==> config.mk <==
export PLATFORM = sky130hd
export DESIGN_NAME = dram_ctrl
export DESIGN_NICKNAME = d
export VERILOG_FILES = /design/src/rtl/dram_ctrl_pkg.sv /design/src/rtl/dram_refresh_timer.sv /design/src/rtl/dram_ctrl.sv
export SDC_FILE = /design/constraint.sdc
export NUM_CORES = 1
export LEC_CHECK = 0
export ABC_AREA = 1
export BUFFER_PORTS_ARGS = -buffer_cell sky130_fd_sc_hd__clkbuf_2
export CORE_MARGIN = 10
export CORE_UTILIZATION = 23
export CTS_CLUSTER_SIZE = 10
export DETAILED_ROUTE_END_ITERATION = 8
export GPL_TIMING_DRIVEN = 0
export SETUP_SLACK_MARGIN = 0.02
export SYNTH_ARGS = -nofsm -noshare
export SYNTH_HDL_FRONTEND = slang
export SYNTH_SLANG_ARGS = --single-unit
==> constraint.sdc <==
create_clock -name CLK_ALT -period 2.2 [get_ports CLK_ALT]
set_clock_uncertainty 0.1 [all_clocks]
set_input_delay 0.22 -clock CLK_ALT [delete_from_list [all_inputs] [get_ports CLK_ALT]]
set_output_delay 0.22 -clock CLK_ALT [all_outputs]
set_load 0.02 [all_outputs]
==> src/rtl/dram_ctrl_pkg.sv <==
// Shared definitions for the Mackerel 68000 DRAM controller.
//   - controller state encoding
//   - default timing parameters (refresh interval, precharge, refresh RAS width)
//   - row/column bit positions within the CPU word address ADDR_IN[23:1]
package dram_ctrl_pkg;

  typedef enum logic [2:0] {
    ST_IDLE    = 3'd0,
    ST_A_RAS   = 3'd1,
    ST_A_COL   = 3'd2,
    ST_A_CAS   = 3'd3,
    ST_REF_CAS = 3'd4,
    ST_REF_RAS = 3'd5,
    ST_PRE     = 3'd6
  } state_t;

  // 15.6 us between refreshes at 50 MHz
  localparam int DEF_REFRESH_INTERVAL = 780;
  localparam int DEF_T_RP             = 2;
  localparam int DEF_T_RAS_REF        = 3;

  localparam int DRAM_ADDR_W = 11;

  // Row and column slices of the CPU word address (bit 23 is not decoded)
  localparam int ROW_MSB = 22;
  localparam int ROW_LSB = 12;
  localparam int COL_MSB = 11;
  localparam int COL_LSB = 1;

endpackage

==> src/rtl/dram_refresh_timer.sv <==
// Periodic refresh request generator.
//   clk    : system clock
//   rst    : synchronous reset, active-high
//   clear  : refresh is starting this edge; drops the pending request
//   due    : a refresh is owed (pending, or the interval expires this edge)
// The counter runs freely from 0 and wraps after REFRESH_INTERVAL clocks,
// latching a pending request on each wrap.
module dram_refresh_timer
  import dram_ctrl_pkg::*;
#(
  parameter int REFRESH_INTERVAL = DEF_REFRESH_INTERVAL
) (
  input  logic clk,
  input  logic rst,
  input  logic clear,
  output logic due
);

  localparam int CW = $clog2(REFRESH_INTERVAL + 1);

  logic [CW-1:0] count_q;
  logic          pending_q;
  logic          wrap;

  assign wrap = (count_q == CW'(REFRESH_INTERVAL - 1));

  // Including the wrap edge lets a refresh beat an access request that is
  // sampled on the very edge the interval expires.
  assign due = pending_q | wrap;

  always_ff @(posedge clk) begin
    if (rst) begin
      count_q   <= '0;
      pending_q <= 1'b0;
    end else begin
      count_q <= wrap ? '0 : count_q + CW'(1);
      if (clear) begin
        pending_q <= 1'b0;
      end else if (wrap) begin
        pending_q <= 1'b1;
      end
    end
  end

endmodule

==> src/rtl/dram_ctrl.sv <==
// Asynchronous DRAM controller: 68000 bus cycles to RAS/CAS sequencing with
// a multiplexed 11-bit row/column address, DTACK generation and periodic
// CAS-before-RAS refresh. All strobes are active-low.
//   CLK_ALT    : system clock, rising edge
//   RST        : synchronous reset, active-high
//   CS, AS     : DRAM chip select, 68000 address strobe
//   LDS, UDS   : lower / upper data strobes (byte lanes D7:0 / D15:8)
//   RW         : read/write, routed to the DRAM externally; no logic here
//   ADDR_IN    : CPU word address bits 23:1
//   ADDR_OUT   : multiplexed DRAM address (row, then column)
//   RASA       : row address strobe
//   CASA0/1    : column strobes for the lower / upper byte lane
//   DTACK_DRAM : data acknowledge to the CPU
module dram_ctrl
  import dram_ctrl_pkg::*;
#(
  parameter int REFRESH_INTERVAL = DEF_REFRESH_INTERVAL,
  parameter int T_RP             = DEF_T_RP,
  parameter int T_RAS_REF        = DEF_T_RAS_REF
) (
  input  logic                   CLK_ALT,
  input  logic                   RST,
  input  logic                   CS,
  input  logic                   AS,
  input  logic                   LDS,
  input  logic                   UDS,
  input  logic                   RW,
  input  logic [23:1]            ADDR_IN,
  output logic [DRAM_ADDR_W-1:0] ADDR_OUT,
  output logic                   RASA,
  output logic                   CASA0,
  output logic                   CASA1,
  output logic                   DTACK_DRAM
);

  localparam int CNT_W = 8;

  state_t           state_q, state_d;
  logic [CNT_W-1:0] cnt_q, cnt_d;

  logic                   ref_due;
  logic                   ref_clear;
  logic                   req;
  logic [DRAM_ADDR_W-1:0] row, col;
  logic [DRAM_ADDR_W-1:0] addr_d;
  logic                   rasa_d, casa0_d, casa1_d, dtack_d;

  logic unused_bits;
  assign unused_bits = ^{RW, ADDR_IN[23]};

  assign row = ADDR_IN[ROW_MSB:ROW_LSB];
  assign col = ADDR_IN[COL_MSB:COL_LSB];

  // Waiting for a data strobe as well as AS delays write cycles until the
  // strobes arrive, one clock after AS.
  assign req = ~CS & ~AS & (~LDS | ~UDS);

  dram_refresh_timer #(
    .REFRESH_INTERVAL(REFRESH_INTERVAL)
  ) u_refresh_timer (
    .clk  (CLK_ALT),
    .rst  (RST),
    .clear(ref_clear),
    .due  (ref_due)
  );

  always_comb begin
    state_d   = state_q;
    cnt_d     = cnt_q;
    ref_clear = 1'b0;

    case (state_q)
      ST_IDLE: begin
        if (ref_due) begin
          state_d   = ST_REF_CAS;
          ref_clear = 1'b1;
        end else if (req) begin
          state_d = ST_A_RAS;
        end
      end
      ST_A_RAS: state_d = ST_A_COL;
      ST_A_COL: state_d = ST_A_CAS;
      ST_A_CAS: begin
        if (AS) begin
          state_d = ST_PRE;
          cnt_d   = '0;
        end
      end
      ST_REF_CAS: begin
        state_d = ST_REF_RAS;
        cnt_d   = '0;
      end
      ST_REF_RAS: begin
        if (cnt_q == CNT_W'(T_RAS_REF - 1)) begin
          state_d = ST_PRE;
          cnt_d   = '0;
        end else begin
          cnt_d = cnt_q + CNT_W'(1);
        end
      end
      ST_PRE: begin
        if (cnt_q == CNT_W'(T_RP - 1)) begin
          state_d = ST_IDLE;
        end else begin
          cnt_d = cnt_q + CNT_W'(1);
        end
      end
      default: state_d = ST_IDLE;
    endcase

    // Outputs are registered, so they are decoded from the state being
    // entered: RASA falls on the same edge that accepts the request.
    rasa_d  = 1'b1;
    casa0_d = 1'b1;
    casa1_d = 1'b1;
    dtack_d = 1'b1;
    addr_d  = row;

    case (state_d)
      ST_A_RAS: rasa_d = 1'b0;
      ST_A_COL: begin
        rasa_d = 1'b0;
        addr_d = col;
      end
      ST_A_CAS: begin
        rasa_d  = 1'b0;
        addr_d  = col;
        dtack_d = 1'b0;
        // Byte lanes are captured on entry and held for the whole access
        casa0_d = (state_q == ST_A_CAS) ? CASA0 : LDS;
        casa1_d = (state_q == ST_A_CAS) ? CASA1 : UDS;
      end
      ST_REF_CAS: begin
        casa0_d = 1'b0;
        casa1_d = 1'b0;
      end
      ST_REF_RAS: begin
        rasa_d  = 1'b0;
        casa0_d = 1'b0;
        casa1_d = 1'b0;
      end
      default: ;
    endcase
  end

  always_ff @(posedge CLK_ALT) begin
    if (RST) begin
      state_q    <= ST_IDLE;
      cnt_q      <= '0;
      ADDR_OUT   <= '0;
      RASA       <= 1'b1;
      CASA0      <= 1'b1;
      CASA1      <= 1'b1;
      DTACK_DRAM <= 1'b1;
    end else begin
      state_q    <= state_d;
      cnt_q      <= cnt_d;
      ADDR_OUT   <= addr_d;
      RASA       <= rasa_d;
      CASA0      <= casa0_d;
      CASA1      <= casa1_d;
      DTACK_DRAM <= dtack_d;
    end
  end

endmodule

== Word level (Yosys, flattened, before mapping) ==
Index checks and enable logic that the tools add are counted.

* Input bits: 30
* Flip-flop bits (word level): 37
* Word-level logic and storage cells: 63

* Add/sub/neg operators: 2
* Mux-type cells: 19
* Reduce and logical (&&, ||, !) cells: 8
* Bitwise logic cells: 8
* Equality and inequality tests: 17

{| class="wikitable"
|+ Operators with widths
! kind !! count
|-
| $pmux 8 s4 || 1
|-
| $mux 8 || 3
|-
| $pmux 3 s7 || 1
|-
| $eq 3x3->1 const B || 5
|-
| $mux 3 || 5
|-
| $eq 3x2->1 const B || 4
|-
| $mux 11 || 1
|-
| $add 10x1->10 const B || 1
|-
| $eq 10x10->1 const B || 1
|-
| $add 8x1->8 const B || 1
|-
| $eq 8x1->1 const B || 1
|-
| $eq 8x2->1 const B || 1
|-
| $reduce_or 2->1 || 4
|-
| $eq 3x1->1 const B || 2
|-
| $mux 1 || 6
|-
| $ne 2x2->1 const B || 3
|-
| $not 1->1 || 4
|-
| $pmux 1 s2 || 2
|-
| $reduce_bool 4->1 || 1
|-
| $reduce_or 4->1 || 1
|-
| $logic_not 3->1 || 1
|-
| $reduce_and 3->1 || 1
|-
| $and 1x1->1 || 2
|-
| $or 1x1->1 || 2
|}

== Logic depth before layout (Yosys ltp) ==
* Depth in word-level cells: 9
* Gate-level depth with buffers: 13
* Depth with buffers taken out: 13

== Modules after synthesis ==
From an unflattened synthesis, not the netlist that was laid out.

* Cells, all modules: 265
* Area total of the unflattened synthesis: 1,859.3 sq um

{| class="wikitable"
|+ Modules (own cells, without submodules)
! module !! area an instance (sq um) !! cells an instance !! instances !! sequential area each (sq um)
|-
| dram_ctrl || 1,352.5 || 194 || 1 || 520.5
|-
| dram_refresh_timer || 506.7 || 71 || 1 || 220.2
|}

== Least setup slack after synthesis ==
OpenSTA, ideal clock, no wires.

* Path kind: register to register
* Start: register cnt_q[1]
* End: register ADDR_OUT[4]
* Cell stages (with the launch flop): 13
* Setup slack: 612 ps
* Data arrival time: 1,372 ps
* Required time: 1,984 ps
* Path through: dfxtp_1 inv_1 ha_1 inv_1 nor2_1 nand2_1 nand2_1 nand2_1 nor2_2 nor2_4 buf_6 o21ai_0 nor2_1

* Word-level cells in the longest chain between the ends: 6

{| class="wikitable"
|+ RTL lines
! what !! RTL line !! RTL
|-
| from (decl) || dram_ctrl.sv:39 || <nowiki>logic [CNT_W-1:0] cnt_q, cnt_d;</nowiki>
|-
| from (signal assigned) || dram_ctrl.sv:157 || <nowiki>cnt_q <= cnt_d;</nowiki>
|-
| $eq 8x1->1 or $eq 8x2->1 (tied branches) || dram_ctrl.sv:102, dram_ctrl.sv:94 ||
|-
| $mux 3, on equally long branches || dram_ctrl.sv:102, dram_ctrl.sv:94 ||
|-
| $pmux 3 s7 (*) || dram_ctrl.sv:72 || <nowiki>case (state_q)</nowiki>
|-
| $eq 3x2->1 || dram_ctrl.sv:119 || <nowiki>case (state_d)</nowiki>
|-
| $reduce_or 2->1 (no line) (*) || n/a ||
|-
| $mux 11 (*) || dram_ctrl.sv:119 ||
|-
| to (signal assigned) || dram_ctrl.sv:158 || <nowiki>ADDR_OUT <= addr_d;</nowiki>
|-
| to (decl) || dram_ctrl.sv:29 || <nowiki>output logic [DRAM_ADDR_W-1:0] ADDR_OUT,</nowiki>
|}

Every way passes the cells marked *; elsewhere a longest branch is shown, timed or not.
A chain may end at the register's enable or synchronous reset.

== Worst setup path after layout ==
* Start: register cnt_q[0]
* End: register ADDR_OUT[6]

Same word-level chain as after synthesis.

==> impl_results.md <==
* Run status: finished clean
* Detailed Route Iter0 Violations at 32
* I/O Pins at 45
* Largest net degree at the start of global routing at 12
* Leakage at 0.994 nW
* Synth top area share at 42.1%
* Slowest CP cell: dfxtp_1
* DP Wirelength at 3220 um
* Psw at 0.000482 W
* Root Buffer: clkbuf_8
* Switching Share at 28.6%
* Final period util at 80.1%
* Remaining Overflow, GRT at 0
* Sequential share of the synthesized area at 42.1%
* Top post-synthesis cells by area: dfxtp_1 42%, nand2_1 11%, nor2_1 10%, nand3_1 5.4%, inv_1 5.1%
* Num rows at 31
* Most frequent cells in the layout: 50 x nand2_1, 47 x nor2_1, 42 x clkbuf_2
* Post-Syn Nets at 280
* Comb power frac at 19.1%
* Vias/cell at 4.07
* Synth Register Bits at 37
* Synth Cell Area at 0.00176 mm2
* Largest area contributor in the netlist: dfxtp_1
* Die Ht at 107 um
* Actual slew at the worst max-slew pin at 0.362 ns
* Via count at 1609
* CP Launch Type: flop
* Overall power at 0.00169 W
* Area added between synthesis and finish at 25.6%
* Buffers on Ports at 42
* Metal2 WL at 1750 um
* Hold crit path type: input port to flop
* Nets at 329
* Buffer count from post-CTS setup fixing at 0
* Commonest non-fill, non-tap cell in the layout: nand2_1
* GP Congestion at 0.781
* Clock sinks at 37
* Initial antenna violation count at 0
* Max Used Layer: met4
* Routed Antenna Nets at 0
* RSZ-0062 raised after global routing: false
* GR Util All Layers at 7.51%
* Final setup fails at 0
* Global-route wire length before repair at 7030 um
* Detailed Route WL at 4100 um
* Syn. warnings at 0
* Pre-CTS setup slack at 0.439 ns
* Final-report hold violation count at 0
* Worst Path Max Fanout at 10
* Peak supply drop at 0.336 mV
* Fillers at 823
* Core area at 0.00733 mm2
* Total CTS buffers at 5
* Met3 wire len at 365 um
* Wirelength per Cell at 10.4 um
* CTS HTree Levels at 2
* Power Density at 764 mW/mm2
* Worst rel slew slack at 75.8%
* Crit-path cells: inv_1, ha_1, nand3_1, nor2_1, nand2_1, nand2_1, nor2_2, nor2_4, buf_6, o21ai_0, nor2_1
* Worst-Skew Late Latency at 0.29 ns
* CTS tree: done
* Worst setup EP type: flop
* Post-route worst setup slack at 0.439 ns
* Max Freq at 0.568 GHz
* Part of the power in registers at 44.0%
* Post-Synthesis Cells at 246
* WS Path Type: flop to flop
* Clock Path Buffers at 2
* Max cap viols at 0
* Crit path time final at 1.76 ns
* Number of remaining DRC errors at 0
* Clock network fraction of design power at 36.9%
* Antenna Cells at 0
* TritonRoute pass-1 iters at 4
* Ratio of cells with drive above 1 in the final layout at 24.0%
* WP data required at 2.30 ns
* Post-CTS Hold Fix Bufs at 0
* Post_cts resized at 0
* Final slew viol count at 0
* Slowest stage delay, CP at 0.39 ns
* Wire length on met1 at 1920 um
* Reg clk slew, reported paths at 0.08 ns
* Die Width at 107 um
* CP arrival at 1.86 ns
* Setup_tns at 0 ns
* Die area at 0.0115 mm2
* Synth Area per Inst at 7.15 um2
* Worst hold margin at 0.0406 ns
* Core Util, Final at 30.1%
* Count of unique library cells instantiated by Yosys at 32
* Internal power at 0.00120 W
* Initial Util at 24.0%
* Vias in the first global route at 1604
==> synthesized netlist by cell type, drive strengths merged <==
cell type   n
a211oi      1
a21oi      10
a22oi       1
and3        1
buf         3
clkinv      2
dfxtp      37
ha          4
inv        28
nand2      54
nand3      21
nand3b      1
nand4       2
nor2       55
nor3        3
nor3b       2
o211ai      1
o21a        3
o21ai      11
o21bai      1
or2         1
xnor2       1
xor2        3
==> path summary, 6_finish.rpt <==
check	from	to	slack (ns)	cells past startpoint
setup / recovery	cnt_q[0]$_SDFFE_PP0P_	ADDR_OUT[6]$_SDFF_PP0_	0.44	11
hold / removal	RST	cnt_q[7]$_SDFFE_PP0P_	0.04	2
setup reg to reg	cnt_q[0]$_SDFFE_PP0P_	ADDR_OUT[6]$_SDFF_PP0_	0.44	11
hold reg to reg	u_refresh_timer.count_q[0]$_SDFF_PP0_	u_refresh_timer.count_q[0]$_SDFF_PP0_	0.38	1
==> stage by stage <==
| stage | std cells | area, um2 |
|---|---|---|
| 6_report | 395 | 2210 |
| 5_1_grt | 395 | 2210 |
| 4_1_cts | 395 | 2210 |
| 3_5_place_dp | 387 | 2090 |
| 3_3_place_gp | 387 | 2090 |
| 2_1_floorplan | 246 | 1760 |
==> kinds of logic (layout without fill, tap and decap cells) <==
logic type	Yosys count	in the layout	synth area share [%]
buffers and inverters	33	83	7.97
DFF	37	37	42.1
xor gates and xnor gates	4	4	1.99
and+or+nand+nor	140	140	36.1
adders and majority gates	4	4	2.85
AOI/OAI and AO/OA	28	28	8.97
==> routing by layer <==
layer  vias to the layer above  track usage (%)
met5                         -                0
met4                         0             2.86
met3                         5             4.19
met2                        39             11.4
met1                       689             8.60
li1                        876                -
==> sequential cells by signal (all words and copies together), names as in the netlist <==
signal,count
DTACK_DRAM,1
u_refresh_timer.pending_q,1
CASA0,1
cnt_q,8
RASA,1
CASA1,1
state_q,3
ADDR_OUT,11
u_refresh_timer.count_q,10
==> cell type report <==
cell class	count	area [um2]	share of cell area, %
plain buffers	3	27.5	1.25
clock buffers	7	86.3	3.91
clock inverters	1	30.0	1.36
inverters	30	113	5.10
multi-input cells	176	877	39.7
flip-flops and latches	37	741	33.5
well taps	99	124	5.61
repair buffers	42	210	9.52
==> power by group through the flow <==
| stage | Combinational (W) | Sequential [W] | Clock (W) |
|---|---|---|---|
| finish | 0.000322 | 0.000743 | 0.000622 |
| global route | 0.000365 | 0.000749 | 0.000674 |
| CTS | 0.000330 | 0.000743 | 0.000642 |
| detailed placement | 0.000329 | 0.000759 | 0 |
| global placement | 0.000324 | 0.000757 | 0 |
| floorplan | 0.000172 | 0.000804 | 0 |
==> worst max-delay path, delay by kind of cell (launching register included) <==
kind,cells,cell delay (ns)
compound gates,1,0.15
simple gates,7,0.59
buf+inv,2,0.24
flops,1,0.39
fa+ha+maj,1,0.20
Note: power is estimated with default switching activity, not from simulation.
